### src/rtl/vending_if.sv
// vending_if: bundle between the coin/keypad front end and the vending
// controller, plus the controller's dispenser, change-hopper and status
// outputs.
//   master : front end / bench. Drives the coin strobes, select/sel_idx,
//            cancel and restock. Observes every controller output.
//   slave  : vending controller. Takes the strobes and drives dispense,
//            dispense_idx, change_*, coin_reject, credit, sold_out and busy.
interface vending_if #(
  parameter int N_PROD   = 4,
  parameter int CREDIT_W = 8
);
  localparam int IDX_W = $clog2(N_PROD);

  logic                coin_5;
  logic                coin_10;
  logic                coin_25;
  logic                select;
  logic [IDX_W-1:0]    sel_idx;
  logic                cancel;
  logic                restock;
  logic                dispense;
  logic [IDX_W-1:0]    dispense_idx;
  logic                change_5;
  logic                change_10;
  logic                change_25;
  logic                coin_reject;
  logic [CREDIT_W-1:0] credit;
  logic [N_PROD-1:0]   sold_out;
  logic                busy;

  modport master (
    output coin_5, coin_10, coin_25, select, sel_idx, cancel, restock,
    input  dispense, dispense_idx, change_5, change_10, change_25,
           coin_reject, credit, sold_out, busy
  );

  modport slave (
    input  coin_5, coin_10, coin_25, select, sel_idx, cancel, restock,
    output dispense, dispense_idx, change_5, change_10, change_25,
           coin_reject, credit, sold_out, busy
  );
endinterface

### src/rtl/vending_controller.sv
// vending_controller: multi-product vending FSM.
//
// Operation summary:
//   - Accepts 5/10/25 coins into a credit register that is capped at
//     MAX_CREDIT.
//   - Grants a vend against the price table and decrements that product's
//     stock counter.
//   - Returns change (or the whole credit on cancel) as one coin pulse per
//     cycle.
//
// Ports:
//   clk     : clock; all logic is on its rising edge.
//   reset_n : synchronous, active-low reset.
//   bus     : vending_if.slave. Carries the coin strobes, select/sel_idx,
//             cancel and restock in; dispense/dispense_idx,
//             change_5/10/25, coin_reject, credit, sold_out and busy out.
module vending_controller #(
  parameter int                          N_PROD     = 4,
  parameter int                          CREDIT_W   = 8,
  parameter int                          MAX_CREDIT = 200,
  parameter logic [N_PROD*CREDIT_W-1:0]  PRICES     = {8'd100, 8'd75, 8'd60, 8'd50},
  parameter int                          STOCK_W    = 4,
  parameter int                          INIT_STOCK = 10
) (
  input  logic     clk,
  input  logic     reset_n,
  vending_if.slave bus
);
  localparam int IDX_W = $clog2(N_PROD);
  localparam int SUM_W = CREDIT_W + 1;

  localparam logic [1:0] S_IDLE    = 2'd0;
  localparam logic [1:0] S_COLLECT = 2'd1;
  localparam logic [1:0] S_VEND    = 2'd2;
  localparam logic [1:0] S_CHANGE  = 2'd3;

  logic [1:0]          state_reg, state_next;
  logic [CREDIT_W-1:0] credit_reg, credit_next;
  logic [IDX_W-1:0]    idx_reg, idx_next;
  logic                reject_reg, reject_next;
  logic [STOCK_W-1:0]  stock_reg [N_PROD];
  logic [CREDIT_W-1:0] price_tab [N_PROD];

  logic                coin_any, coin_multi, coin_fits, coin_take;
  logic [CREDIT_W-1:0] coin_val;
  logic [SUM_W-1:0]    coin_sum;
  logic                sel_ok;
  logic [CREDIT_W-1:0] vend_rem, change_val, change_rem;
  logic                dec_stock, do_restock;

  genvar gi;
  generate
    for (gi = 0; gi < N_PROD; gi++) begin : g_prod
      assign price_tab[gi]    = PRICES[gi*CREDIT_W +: CREDIT_W];
      assign bus.sold_out[gi] = (stock_reg[gi] == '0);
    end
  endgenerate

  // Only the highest-value strobe counts; any lower one alongside it is
  // rejected.
  always_comb begin
    coin_val = '0;
    if (bus.coin_25)      coin_val = CREDIT_W'(25);
    else if (bus.coin_10) coin_val = CREDIT_W'(10);
    else if (bus.coin_5)  coin_val = CREDIT_W'(5);
  end

  assign coin_any   = bus.coin_5 | bus.coin_10 | bus.coin_25;
  assign coin_multi = (bus.coin_25 & (bus.coin_10 | bus.coin_5)) |
                      (bus.coin_10 & bus.coin_5);
  // The extra bit keeps a sum near the top of the range from wrapping
  // before it is compared with the ceiling.
  assign coin_sum   = {1'b0, credit_reg} + {1'b0, coin_val};
  assign coin_fits  = (coin_sum <= SUM_W'(MAX_CREDIT));

  assign sel_ok = bus.select
               && ({1'b0, bus.sel_idx} < (IDX_W+1)'(N_PROD))
               && (stock_reg[bus.sel_idx] != '0)
               && (credit_reg >= price_tab[bus.sel_idx]);

  // Coins count only while collecting. A granted select in the same cycle
  // takes precedence over the coin.
  assign coin_take = coin_any && coin_fits
                  && ((state_reg == S_IDLE) ||
                      (state_reg == S_COLLECT && (bus.cancel || !sel_ok)));
  assign reject_next = coin_any && (coin_multi || !coin_take);

  assign vend_rem   = credit_reg - price_tab[idx_reg];
  assign change_val = (credit_reg >= CREDIT_W'(25)) ? CREDIT_W'(25) :
                      (credit_reg >= CREDIT_W'(10)) ? CREDIT_W'(10) : CREDIT_W'(5);
  assign change_rem = credit_reg - change_val;

  always_comb begin
    state_next  = state_reg;
    credit_next = credit_reg;
    idx_next    = idx_reg;
    dec_stock   = 1'b0;
    do_restock  = 1'b0;
    case (state_reg)
      S_IDLE: begin
        do_restock = bus.restock;
        if (coin_take) begin
          credit_next = coin_sum[CREDIT_W-1:0];
          state_next  = S_COLLECT;
        end
      end
      S_COLLECT: begin
        if (coin_take) credit_next = coin_sum[CREDIT_W-1:0];
        if (bus.cancel) begin
          state_next = S_CHANGE;
        end else if (sel_ok) begin
          state_next = S_VEND;
          idx_next   = bus.sel_idx;
        end
      end
      S_VEND: begin
        dec_stock   = 1'b1;
        credit_next = vend_rem;
        state_next  = (vend_rem != '0) ? S_CHANGE : S_IDLE;
      end
      default: begin
        credit_next = change_rem;
        if (change_rem == '0) state_next = S_IDLE;
      end
    endcase
  end

  always_ff @(posedge clk) begin
    if (!reset_n) begin
      state_reg  <= S_IDLE;
      credit_reg <= '0;
      idx_reg    <= '0;
      reject_reg <= 1'b0;
    end else begin
      state_reg  <= state_next;
      credit_reg <= credit_next;
      idx_reg    <= idx_next;
      reject_reg <= reject_next;
    end
  end

  always_ff @(posedge clk) begin
    for (int i = 0; i < N_PROD; i++) begin
      if (!reset_n || do_restock)
        stock_reg[i] <= STOCK_W'(INIT_STOCK);
      else if (dec_stock && (idx_reg == IDX_W'(i)))
        stock_reg[i] <= stock_reg[i] - 1'b1;
    end
  end

  assign bus.dispense     = (state_reg == S_VEND);
  assign bus.dispense_idx = (state_reg == S_VEND) ? idx_reg : '0;
  assign bus.busy         = (state_reg == S_VEND) || (state_reg == S_CHANGE);
  assign bus.change_25    = (state_reg == S_CHANGE) && (credit_reg >= CREDIT_W'(25));
  assign bus.change_10    = (state_reg == S_CHANGE) && (credit_reg <  CREDIT_W'(25))
                                                   && (credit_reg >= CREDIT_W'(10));
  assign bus.change_5     = (state_reg == S_CHANGE) && (credit_reg <  CREDIT_W'(10));
  assign bus.coin_reject  = reject_reg;
  assign bus.credit       = credit_reg;
endmodule
### src/flat_wrapper.sv
// flat-port wrapper written by rule: the top's interface ports become plain ports
module vending_controller_flat 
#(
  parameter int                          N_PROD     = 4,
  parameter int                          CREDIT_W   = 8,
  parameter int                          MAX_CREDIT = 200,
  parameter logic [N_PROD*CREDIT_W-1:0]  PRICES     = {8'd100, 8'd75, 8'd60, 8'd50},
  parameter int                          STOCK_W    = 4,
  parameter int                          INIT_STOCK = 10
)
  (clk, reset_n, bus_coin_5, bus_coin_10, bus_coin_25, bus_select, bus_sel_idx, bus_cancel, bus_restock, bus_dispense, bus_dispense_idx, bus_change_5, bus_change_10, bus_change_25, bus_coin_reject, bus_credit, bus_sold_out, bus_busy);
  vending_if #(.N_PROD(N_PROD), .CREDIT_W(CREDIT_W)) bus_i ();
  input  logic clk;
  input  logic reset_n;
  input wire logic [$bits(bus_i.coin_5)-1:0] bus_coin_5;
  input wire logic [$bits(bus_i.coin_10)-1:0] bus_coin_10;
  input wire logic [$bits(bus_i.coin_25)-1:0] bus_coin_25;
  input wire logic [$bits(bus_i.select)-1:0] bus_select;
  input wire logic [$bits(bus_i.sel_idx)-1:0] bus_sel_idx;
  input wire logic [$bits(bus_i.cancel)-1:0] bus_cancel;
  input wire logic [$bits(bus_i.restock)-1:0] bus_restock;
  output wire logic [$bits(bus_i.dispense)-1:0] bus_dispense;
  output wire logic [$bits(bus_i.dispense_idx)-1:0] bus_dispense_idx;
  output wire logic [$bits(bus_i.change_5)-1:0] bus_change_5;
  output wire logic [$bits(bus_i.change_10)-1:0] bus_change_10;
  output wire logic [$bits(bus_i.change_25)-1:0] bus_change_25;
  output wire logic [$bits(bus_i.coin_reject)-1:0] bus_coin_reject;
  output wire logic [$bits(bus_i.credit)-1:0] bus_credit;
  output wire logic [$bits(bus_i.sold_out)-1:0] bus_sold_out;
  output wire logic [$bits(bus_i.busy)-1:0] bus_busy;
  assign bus_i.coin_5 = bus_coin_5;
  assign bus_i.coin_10 = bus_coin_10;
  assign bus_i.coin_25 = bus_coin_25;
  assign bus_i.select = bus_select;
  assign bus_i.sel_idx = bus_sel_idx;
  assign bus_i.cancel = bus_cancel;
  assign bus_i.restock = bus_restock;
  assign bus_dispense = bus_i.dispense;
  assign bus_dispense_idx = bus_i.dispense_idx;
  assign bus_change_5 = bus_i.change_5;
  assign bus_change_10 = bus_i.change_10;
  assign bus_change_25 = bus_i.change_25;
  assign bus_coin_reject = bus_i.coin_reject;
  assign bus_credit = bus_i.credit;
  assign bus_sold_out = bus_i.sold_out;
  assign bus_busy = bus_i.busy;
  vending_controller #(.N_PROD(N_PROD), .CREDIT_W(CREDIT_W), .MAX_CREDIT(MAX_CREDIT), .PRICES(PRICES), .STOCK_W(STOCK_W), .INIT_STOCK(INIT_STOCK)) u_core (.clk(clk), .reset_n(reset_n), .bus(bus_i));
endmodule
### config.mk
export PLATFORM = sky130hd
export DESIGN_NAME = vending_controller_flat
export DESIGN_NICKNAME = d
export VERILOG_FILES = /design/src/rtl/vending_if.sv /design/src/rtl/vending_controller.sv /design/src/flat_wrapper.sv
export SDC_FILE = /design/constraint.sdc
export NUM_CORES = 1
export LEC_CHECK = 0
export ABC_CLOCK_PERIOD_IN_PS = 2800
export CELL_PAD_IN_SITES_DETAIL_PLACEMENT = 1
export CELL_PAD_IN_SITES_GLOBAL_PLACEMENT = 1
export CORE_MARGIN = 2
export CORE_UTILIZATION = 40
export CTS_CLUSTER_SIZE = 30
export DETAILED_ROUTE_END_ITERATION = 12
export HOLD_SLACK_MARGIN = 0.03
export PLACE_DENSITY = 0.88
export SLEW_MARGIN = 30
export SYNTH_ARGS = -nofsm -noshare
export SYNTH_HDL_FRONTEND = slang
export SYNTH_SLANG_ARGS = --single-unit
### constraint.sdc
create_clock -name clk -period 2.8 [get_ports clk]
set_input_delay 0.42 -clock clk [delete_from_list [all_inputs] [get_ports clk]]
set_output_delay 0.42 -clock clk [all_outputs]
set_load 0.01 [all_outputs]
==> results of run 1 <==
## logic make-up (layout without fill, tap and decap cells)
kind of cell	count (synthesis)	in the layout	synth area share (%)
compound gates	98	98	23.5
xor+xnor	13	13	3.80
fa+ha+maj	37	37	16.2
buf+inv	47	144	6.22
flops	29	29	24.7
mux	5	5	2.13
simple gates	133	133	23.4
## power groups by stage
stage,Combinational (mW),Clock (mW),Sequential (mW)
floorplan,1.64,0,0.680
global placement,2.82,0,0.662
detailed placement,2.99,0,0.679
CTS,3.34,0.331,0.677
global route,3.92,0.356,0.691
finish,3.67,0.338,0.684
## per-stage QoR
| stage | power (mW) | setup WS (ps) | util, % |
|---|---|---|---|
| floorplan | 2.32 | -19.9 | - |
| global placement | 3.48 | -371 | 53.7 |
| detailed placement | 3.67 | -535 | 53.7 |
| CTS | 4.35 | -44.0 | 57.5 |
| global route | 4.97 | -277 | 58.9 |
| finish | 4.69 | -195 | 58.9 |
## Yosys cell counts, types with 3 or more instances
| master | instances | area share (%) |
|---|---|---|
| inv_1 | 31 | 3.9 |
| a21oi_1 | 24 | 4.0 |
| nand2b_1 | 11 | 2.3 |
| nor4_1 | 3 | 0.63 |
| edfxtp_1 | 16 | 16 |
| o31ai_1 | 6 | 1.5 |
| o21ai_1 | 9 | 1.5 |
| nor3b_1 | 7 | 1.8 |
| xor2_1 | 6 | 1.8 |
| mux2i_1 | 3 | 1.0 |
| nor2b_1 | 4 | 0.83 |
| a21o_1 | 5 | 1.3 |
| dfxtp_1 | 13 | 8.7 |
| o21a_1 | 3 | 0.75 |
| o21ai_0 | 7 | 1.2 |
| clkbuf_1 | 10 | 1.3 |
| nand4_1 | 9 | 1.9 |
| nor3_1 | 4 | 0.67 |
| nor2_1 | 40 | 5.0 |
| nand2_1 | 20 | 2.5 |
| fa_1 | 3 | 2.0 |
| and3_1 | 3 | 0.63 |
| a211oi_1 | 11 | 2.8 |
| ha_1 | 34 | 14 |
| nand3_1 | 11 | 1.8 |
| o311a_1 | 4 | 1.3 |
| or4_1 | 7 | 1.8 |
| xnor2_1 | 7 | 2.0 |
## cell type report
cell class              instances  area, µm²  share of cell area (%)
multi-input cells             286       2310                    54.1
repair buffers                105        895                    20.9
flip-flops and latches         29        747                    17.5
well taps                      99        124                    2.90
inverters                      32        120                    2.81
clock buffers                   6       72.6                    1.70
clock inverters                 1       3.75                  0.0878
## cells in the final DEF (no fill, tap or decap), types with 10 or more instances in the layout
cell / count
nand2_1: 19
edfxtp_1: 16
nand2b_1: 10
inv_1: 29
nand3_1: 10
clkdlybuf4s50_1: 24
nor2_1: 37
a21oi_1: 17
dfxtp_1: 10
buf_4: 70
ha_1: 28
## per-layer routing
layer  vias up  GRT usage (%)  share of wire [%]
met5         -              0                  0
met4         0           13.5                5.4
met3        54           4.67                4.3
met2       125           55.8                 53
met1      1649           28.8                 38
li1       1547              -                  -
## what timing repair did
item / 4_1_cts / 5_1_grt
buffers inserted: 6 / 2
pin swaps: 18 / 12
endpoints found under the setup margin: 11 / 12
resized for setup: 37 / 20
endpoints found under the hold margin: 0 / 0
## worst max-delay path by stage
stage	end	slack (ps)	depth (start not counted)
final	u_core.state_reg[0]	-200	11
after global routing	u_core.state_reg[0]	-280	11
after CTS	u_core.state_reg[0]	-40	10
after detailed placement	u_core.bus.credit[2]	-540	12
after global placement	u_core.bus.credit[2]	-370	11
after floorplan	u_core.state_reg[0]	-20	11
## worst max-delay path, delay by kind of cell, from the launching register on
family | cells | cell delay [ps]
compound gates | 5 | 940
simple gates | 3 | 870
fa+ha+maj | 2 | 650
buf+inv | 1 | 60
flops | 1 | 350
==> flow_summary.yaml, run 1 <==
route:
  vias_per_cell: 6.05
  routed_wl_um: 11800
  drtIter0Drc: 143
  ant_nets: 0
  drcViolationCount: 0
  drt-pass1-iter-count: 4
  vias: 3375
  wl_per_cell_um: 21.2
floorplanning:
  io_pins: 30
  dieArea_um2: 8200
  start_util_pct: 41.3
  fp-row-count: 31
  die_h_um: 90.6
  fp.dieW_um: 90.6
  core_um2: 7250
final_layout:
  n_fill_cell: 856
  num_antenna_cells: 0
  largest_reg_flops: 16
  finalNetCount: 506
  design_area_um2: 4270
  syn_to_final_growth_pct: 42.5
  fin_cells: 558
  drive_gt1_share_pct: 29.8
logic_synthesis:
  synth.distinct_cells: 67
  synth-seq-cells: 29
  mappedNetlistArea_um2: 3000
  synth_ff_type: "edfxtp_1"
  synthCells: 362
  synth-edff-count: 16
  ys_seq_area_share_pct: 24.7
  syn_nets: 409
  ys.warnings.count: 0
  ys_async_sr_fraction_pct: 0
  syn_area_per_cell_um2: 8.28
hold_path:
  hp-class: "reg -> reg"
  hold_start: "u_core.stock_reg[2][0]"
  hold_path_depth: 1
  hold_path_end: "u_core.stock_reg[2][0]"
setup_path:
  reg2regPathDepth: 11
  r2r-end: "u_core.state_reg[0]"
  arrival_ps: 3170
  critPathLaunch: "u_core.bus.credit[2]"
  rrSetupSlack_ps: -200
  path_cells: "o311a_4, nor4_4, nand2_1, ha_2, inv_2, fa_1, or4b_4, a21oi_2, a41oi_2, a21oi_1, o22ai_1"
  cpPeakStageDelay_ps: 510
  r2r_start: "u_core.bus.credit[2]"
  end_kind: "flop"
  crit_type: "reg -> reg"
  critPathRequiredTime_ps: 2980
  critPathMaxFanout: 3
  worstSetupStartpointType: "flop"
  slowest_stage: "or4b_4"
timing:
  worst_pin_slew_ps: 570
  setup_slack_ps: -195
  hold_violations: 0
  final_max_slew_viol_count: 0
  relSlewSlack_pct: 61.9
  fmax_mhz: 334
  setup_tns_ps: -636
  grt_setup_unrepaired: "yes"
  fin_skew_ps: 11.4
  period_share_pct: 107
  finalSetupViolCount: 5
  whs_ps: 616
  min_period_ps: 3000
clock_network:
  postCtsHoldBufs: 0
  cts_tree: "yes"
  htree_num_levels: 2
  cts_buffer_depth: 2
  cts-root-buf: "clkbuf_8"
  cts_buffers: 5
  clk_pin_slew_ps: 70
  clk-insertion-delay-late_ps: 290
  cts.sinks: 29
global_routing:
  overflow: 0
  grt_pass1_wl_um: 18600
  first_global_vias: 3657
  track_usage_pct: 28.5
  grt_max_degree: 19
  antenna_found_initial: 0
power_and_ir_drop:
  power_frac_seq_pct: 14.6
  p_sw_mw: 2.26
  switching_share_pct: 48.1
  power_density_nw_per_um2: 1100
  peakVddDrop_v: 0.000534
  clockPowerShare_pct: 7.2
  p_comb_share_pct: 78.2
  p_leak_nw: 1.80
  internal-power_mw: 2.44
outcome:
  violations: "setup timing"
  status: "finished with violations"
place:
  placed_area_um2: 3890
  place_hpwl_um: 8410
  gp_congestion: 0.960
  io_buffers: 29
  placedCellCount: 543
job:
  cap_violations: 0
(Power assumes the default switching activity.)
==> run 2: changes to the inputs <==
--- a/config.mk
+++ b/config.mk
@@ -10,6 +10,7 @@
 export CELL_PAD_IN_SITES_GLOBAL_PLACEMENT = 1
 export CORE_MARGIN = 2
 export CORE_UTILIZATION = 40
+export CTS_CLUSTER_DIAMETER = 80
 export CTS_CLUSTER_SIZE = 30
 export DETAILED_ROUTE_END_ITERATION = 12
 export HOLD_SLACK_MARGIN = 0.03
==> results of run 2 <==
No change in the layout: final DEF, timing and power equal those of run 1.
